==> src/rtl/serial_addsub.sv <==
// Bit-serial add/subtract sequencer: one operand bit pair per clock, LSB first,
// with carry-out and signed overflow. Optional abort input via SERIAL_ADDSUB_ABORT_EN.
module serial_addsub #(
  parameter int WIDTH = 16,
  parameter int CNT_W = 5
) (
  input  logic             clk,
  input  logic             rst_n,
  input  logic             start,
  input  logic             sub,
  input  logic [WIDTH-1:0] a,
  input  logic [WIDTH-1:0] b,
`ifdef SERIAL_ADDSUB_ABORT_EN
  input  logic             abort,
`endif
  output logic             busy,
  output logic             done,
  output logic [WIDTH-1:0] result,
  output logic             cout,
  output logic             overflow
);

  typedef enum logic [1:0] {
    IDLE = 2'd0,
    RUN  = 2'd1,
    DONE = 2'd2
  } state_t;

  localparam logic [CNT_W-1:0] LAST_BIT = CNT_W'(WIDTH - 1);
  localparam logic [CNT_W-1:0] MSB_CIN  = CNT_W'(WIDTH - 2);

  state_t           state_q, state_d;
  logic [CNT_W-1:0] cnt_q;
  logic [WIDTH-1:0] a_sr, b_sr;
  logic [WIDTH-1:0] result_q;
  logic             carry_q;
  logic             msb_cin_q;
  logic             cout_q;
  logic             overflow_q;
  logic             abort_req;

  // One-bit full-adder cell fed from the operand LSBs and the carry flop.
  logic fa_sum, fa_cout;
  assign fa_sum  = a_sr[0] ^ b_sr[0] ^ carry_q;
  assign fa_cout = (a_sr[0] & b_sr[0]) | (a_sr[0] & carry_q) | (b_sr[0] & carry_q);

  logic last_bit;
  assign last_bit = (cnt_q == LAST_BIT);

`ifdef SERIAL_ADDSUB_ABORT_EN
  // Result as it stood before the accepted start, restored on abort.
  logic [WIDTH-1:0] result_save;
  assign abort_req = abort;
`else
  assign abort_req = 1'b0;
`endif

  // NOTE: sequential state uses non-blocking (<=) so every flop samples pre-edge values.
  always_ff @(posedge clk or negedge rst_n) begin
    if (!rst_n) begin
      state_q <= IDLE;
    end else begin
      state_q <= state_d;
    end
  end

  // NOTE: every variable in always_comb gets a default first, so no latch is inferred.
  always_comb begin
    state_d = state_q;
    unique case (state_q)
      IDLE:    if (start) state_d = RUN;
      RUN: begin
        if (abort_req)     state_d = IDLE;
        else if (last_bit) state_d = DONE;
      end
      DONE:    state_d = IDLE;
      default: state_d = IDLE;
    endcase
  end

  // Datapath: operand capture, serial add, result assembly, flag capture.
  always_ff @(posedge clk or negedge rst_n) begin
    if (!rst_n) begin
      cnt_q       <= '0;
      a_sr        <= '0;
      b_sr        <= '0;
      carry_q     <= 1'b0;
      msb_cin_q   <= 1'b0;
      result_q    <= '0;
      cout_q      <= 1'b0;
      overflow_q  <= 1'b0;
`ifdef SERIAL_ADDSUB_ABORT_EN
      result_save <= '0;
`endif
    end else begin
      unique case (state_q)
        IDLE: begin
          if (start) begin
            a_sr    <= a;
            b_sr    <= sub ? ~b : b;
            carry_q <= sub;
            cnt_q   <= '0;
`ifdef SERIAL_ADDSUB_ABORT_EN
            result_save <= result_q;
`endif
          end
        end
        RUN: begin
          if (abort_req) begin
            cnt_q   <= '0;
            carry_q <= 1'b0;
`ifdef SERIAL_ADDSUB_ABORT_EN
            result_q <= result_save;
`endif
          end else begin
            result_q <= {fa_sum, result_q[WIDTH-1:1]};
            a_sr     <= a_sr >> 1;
            b_sr     <= b_sr >> 1;
            carry_q  <= fa_cout;
            cnt_q    <= cnt_q + 1'b1;
            if (cnt_q == MSB_CIN) msb_cin_q <= fa_cout;
            if (last_bit) begin
              cout_q     <= fa_cout;
              overflow_q <= msb_cin_q ^ fa_cout;
            end
          end
        end
        default: ;
      endcase
    end
  end

  assign busy     = (state_q == RUN);
  assign done     = (state_q == DONE);
  assign result   = result_q;
  assign cout     = cout_q;
  assign overflow = overflow_q;

endmodule
==> config.mk <==
export PLATFORM = sky130hd
export DESIGN_NAME = serial_addsub
export DESIGN_NICKNAME = d
export VERILOG_FILES = /design/src/rtl/serial_addsub.sv
export SDC_FILE = /design/constraint.sdc
export NUM_CORES = 1
export LEC_CHECK = 0
export ABC_AREA = 1
export BUFFER_PORTS_ARGS = -buffer_cell sky130_fd_sc_hd__buf_2
export CORE_ASPECT_RATIO = 0.75
export CORE_MARGIN = 4
export CORE_UTILIZATION = 61
export CTS_BUF_LIST = sky130_fd_sc_hd__clkbuf_2
export CTS_CLUSTER_SIZE = 16
export DETAILED_ROUTE_END_ITERATION = 8
export PLACE_DENSITY = 0.9
export SYNTH_ARGS = -nofsm -noshare
export SYNTH_HDL_FRONTEND = slang
export SYNTH_SLANG_ARGS = --single-unit
==> constraint.sdc <==
create_clock -name clk -period 1.9 [get_ports clk]
set_input_delay 0.095 -clock clk [delete_from_list [all_inputs] [get_ports clk]]
set_output_delay 0.095 -clock clk [all_outputs]
set_load 0.01 [all_outputs]
Yosys cells after proc, flatten, opt, wreduce, memory -nomap -nowiden

Index checks and enable logic that the tools add are counted.

Memories kept: 0
ROM bits: 0
Bits in latches: 0
Memory bits (writable): 0
Bits in registers: 59
Input port bits: 36
Output and inout bits: 20
Logic and storage cells: 43

Equality and inequality tests: 6
Multiply operators: 0
Bitwise gates (word level): 9
Reductions and logical operators: 6
Add/sub/neg operators: 1
Shift-type cells: 0
Divide/modulo/power cells: 0
$lt $le $gt $ge: 0
Mux-type cells: 12

Operators with widths:

| kind                  | count |
|---|---|
| $pmux W16 S2          | 2 |
| $mux W16              | 3 |
| $not A16 Y16          | 1 |
| $eq A5 B4 Y1 const B  | 2 |
| $pmux W5 S2           | 1 |
| $reduce_and A2 Y1     | 4 |
| $add A5 B1 Y5 const B | 1 |
| $mux W5               | 1 |
| $mux W2               | 2 |
| $pmux W2 S2           | 1 |
| $and A1 B1 Y1         | 3 |
| $xor A1 B1 Y1         | 3 |
| $eq A2 B1 Y1 const B  | 1 |
| $eq A2 B2 Y1 const B  | 1 |
| $logic_not A2 Y1      | 1 |
| $ne A2 B1 Y1 const B  | 1 |
| $ne A2 B2 Y1 const B  | 1 |
| $or A1 B1 Y1          | 2 |
| $pmux W1 S2           | 1 |
| $reduce_bool A2 Y1    | 1 |
| $mux W1               | 1 |

Longest topological paths before layout

Word-level depth: 4
Mapped depth: 8
Gate-level depth less buffers: 8

Least setup slack after synthesis

OpenSTA, ideal clock, no wires.

Kind: reg-to-reg
From: register cnt_q[1]
To: register cout_q, in the netlist cout
Stages on the path, launching flop included: 9
Data arrival time: 1.154 ns
Library setup time: 0.117 ns
Path slack: 0.629 ns
Buffers on the path: 0
Required time: 1.783 ns
Period minus slack after synthesis: 1.271 ns
Cells stage by stage: dfrtp_1 -> ha_1 -> inv_1 -> nor2_1 -> ha_1 -> nand2_1 -> clkinv_1 -> nand2_1 -> nand2_1

Cells in the longest elaborated chain, start to end: 2

Ends and longest elaborated chain:

| element                            | RTL line | RTL |
|---|---|---|
| start, declared                    | 33       | `logic [CNT_W-1:0] cnt_q;` |
| start signal, assigned             | 120      | `cnt_q <= cnt_q + 1'b1;` |
| $eq A5 B4 Y1                       | 48       | `assign last_bit = (cnt_q == LAST_BIT);` |
| $reduce_and A2 Y1 (no source line) | -        |  |
| end signal, assigned               | 123      | `cout_q <= fa_cout;` |
| end, declared                      | 38       | `logic cout_q;` |

Every way passes these cells.
A chain may end at the register's enable or synchronous reset.

Worst setup path in the final report

From: register state_q[1]
To: output busy

Cells in the longest elaborated chain, start to end: 1

Ends and longest elaborated chain:

| element                | RTL line | RTL |
|---|---|---|
| start, declared        | 32       | `state_t state_q, state_d;` |
| start signal, assigned | 63       | `state_q <= state_d;` |
| $eq A2 B1 Y1           | 133      | `assign busy = (state_q == RUN);` |
| end, declared          | 16       | `output logic busy,` |

Every way passes these cells.

==> Flow_metrics.wiki <==
{| class="wikitable"
! Metric !! Value
|-
| Final worst path period need || 1.73 ns
|-
| Setup violation total in the final timing report || 0
|-
| Height of the die || between 60 and 70 um
|-
| Library cell with the largest summed area after synthesis || sky130_fd_sc_hd__dfrtp_1
|-
| Largest net degree at the start of global routing || 37
|-
| Status || complete, no violations
|-
| Fraction of layout instances using a drive strength above 1 || 0.186
|-
| Die width || 87.1 um
|-
| Routed vias || around 2800
|-
| Area delta synth->final || 25.2%
|-
| Number of buffers on the longest clock path || 2
|-
| Post-Synthesis Cell Area || 0.00287 mm^2
|-
| Largest clock skew in the final design || 0.0399 ns
|-
| Gp weighted congestion || 0.763
|-
| Unique masters post-synth || 21
|-
| Synthesis Warnings || 0
|-
| Final non-filler cell total || 513
|-
| Most common flop cell mapped by yosys || sky130_fd_sc_hd__dfrtp_1
|-
| CTS Buf Count || 9
|-
| Detail Placement HPWL || 4450 um
|-
| Final worst path period share || 0.910
|-
| CP arrival || 1.63 ns
|-
| Power per Cell Area || between 1000 and 1500 mW/mm^2
|-
| Total gr overflow || 0
|-
| Initial cell density of the core || 0.638
|-
| Category of the critical setup timing path || register to output port
|-
| Final-stage net count || 491
|-
| Clock latency on the worst-skew pair || approximately 0.50 ns
|-
| 1st-pass router iterations || 6
|-
| Post-cts resize count || 0
|-
| Area of the die || 0.00587 mm^2
|-
| Top cell family by delay on the critical path || flip-flops
|-
| Async SR Flop Fraction || 1.00
|-
| Routed length on met3 || 545 um
|-
| Routed WL per cell || 14.7 um
|-
| Max-slew violation count || 0
|-
| IO Count || 56
|-
| RSZ-0062 raised after global routing || no
|-
| Post-Route Setup TNS || 0 ns
|-
| Clock-pin transition on the worst setup and hold timing paths || 0.19 ns
|-
| GRT Resource Usage Total || 0.280
|-
| Wire length of the first global-routing pass || 12600 um
|-
| Final hold vios || 0
|-
| Initial DRC count || 339
|-
| Slowest stage delay, CP || 0.47 ns
|-
| Area fraction of the dominant cell type after synthesis || 0.515
|-
| Synth area leaders || sky130_fd_sc_hd__dfrtp_1 (52%), sky130_fd_sc_hd__nand2_1 (19%), sky130_fd_sc_hd__nand3_1 (12%), sky130_fd_sc_hd__inv_1 (3.8%), sky130_fd_sc_hd__buf_2 (2.6%)
|-
| CTS tree || yes
|-
| Achievable frequency || 578 MHz
|-
| Wire length reported by the detailed router || 7540 um
|-
| Mean post-synth cell area || around 7.9 um^2
|-
| Most used standard cell by instance count after synthesis || sky130_fd_sc_hd__nand2_1
|-
| Area of the core || around 0.0045 mm^2
|-
| EDFF count, synth || 0
|-
| Root Buffer || sky130_fd_sc_hd__clkbuf_2
|-
| Count of nets left with antenna violations after detail routing || 0
|-
| Final worst hold slack || 0.0375 ns
|-
| Wl on met1 || ~3000 um
|-
| Number of register bits inferred by synthesis || 59
|-
| Crit path max-delay cell type || sky130_fd_sc_hd__dfrtp_1
|-
| Clock sink count || 59
|-
| Number of maximum-capacitance violations || 0
|-
| WP buf/inv || 2
|-
| Crit start category || register
|-
| Antenna diode count || 0
|-
| Post-DR vias/cell || 5.49
|-
| Worst max-slew margin expressed relative to the limit || 0.643
|-
| Worst IR drop on VDD || 0.000860 V
|-
| Actual slew at the worst max-slew pin || roughly 0.54 ns
|-
| Final core utilization || 0.798
|-
| Number of remaining DRC errors || 0
|-
| Leakage component of the power || 1.95 nW
|-
| Part of the Yosys area used for sequential elements || 0.515
|-
| Instance count after placement with tap cells included || 463
|-
| H-tree depth || 3
|-
| Via count of the first global-routing pass || about 2700
|-
| CP Data Required Time || about 1.8 ns
|-
| Top sig layer || met4
|-
| Cell chain of the critical path || nor2_4 -> buf_4 -> buf_2
|-
| Endpoint type of the worst setup path || output port
|-
| Standard-cell row count || 21
|-
| Worst hold-check path type || input pin to async pin
|-
| PortBufs || 55
|-
| Metal2 WL || approximately 3700 um
|-
| Syn_nets || 404
|-
| Highest net fanout along the worst path || 15
|-
| Most frequent cells after synthesis || sky130_fd_sc_hd__nand2_1 (143), sky130_fd_sc_hd__nand3_1 (71), sky130_fd_sc_hd__dfrtp_1 (59)
|-
| Antenna violations before repair || 0
|-
| Post-CTS Setup Inserts || 0
|-
| Cells after synthesis || approximately 360
|}
[state kept, by name, indices dropped and copies added (netlist names)]
register,count
overflow,1
result,16
carry_q,1
cout,1
a_sr,16
msb_cin_q,1
state_q,2
cnt_q,5
b_sr,16
[routing by layer]
layer / up-vias / global-route usage
met1: 1295 / 0.352
met2: 159 / 0.466
met3: 43 / 0.0659
met4: 0 / 0.126
met5: - / 0
li1: 1318 / -
[cell usage in the layout, fill, tap and decap left out, drive strengths merged]
cell type      n
nand2        145
nand3         72
buf           62
dfrtp         59
dlygate4sd3   34
inv           33
o21ai         20
clkbuf        10
nor2           6
clkinv         5
ha             3
xnor2          2
nand4          1
o22ai          1
fa             1
bufinv         1
clkinvlp       1
[logic make-up after synthesis]
| group | share of synthesized area |
|---|---|
| compound gates | 0.0371 |
| xor+xnor | 0.00611 |
| fa+ha+maj | 0.0201 |
| buf+inv | 0.0878 |
| flops | 0.515 |
| simple gates | 0.334 |
[power breakdown]
part	switching (W)	internal (W)
registers	0.000339	0.00175
logic	0.00109	0.000679
clock network	0.000465	0.000298
[timing repair]
action / CTS / global route
hold buffers: 34 / 0
setup endpoints to repair: 0 / 0
hold endpoints to repair: 92 / 0
[final timing paths]
check	depth (start not counted)	endpoint	start	slack, ns
worst min-delay path	2	result[8]	rst_n	0.04
worst max register to register	6	msb_cin_q	state_q[1]	0.37
max in group asynchronous	3	overflow	rst_n	1.22
min in group clk	3	carry_q	sub	0.05
worst min register to register	2	a_sr[4]	a_sr[5]	0.50
worst max-delay path	3	busy	state_q[1]	0.17
[stage by stage]
| step | instance area (um^2) | total power [W] | setup WS, ns |
|---|---|---|---|
| after floorplan | 2870 | 0.00326 | 0.629 |
| after global placement | 3140 | 0.00366 | 0.553 |
| after detailed placement | 3140 | 0.00377 | 0.486 |
| after CTS | 3590 | 0.00457 | 0.175 |
| after global routing | 3590 | 0.00498 | 0.0805 |
| final | 3590 | 0.00462 | 0.171 |
[area by class of cell]
class	instances	area, um^2
clock inverters	6	56.3
inverters	34	128
repair buffers	96	668
flip-flops and latches	59	1480
well taps	57	71.3
fillers	302	906
clock buffers	10	50.0
multi-input cells	251	1140
Note: power is estimated with default switching activity, not from simulation.
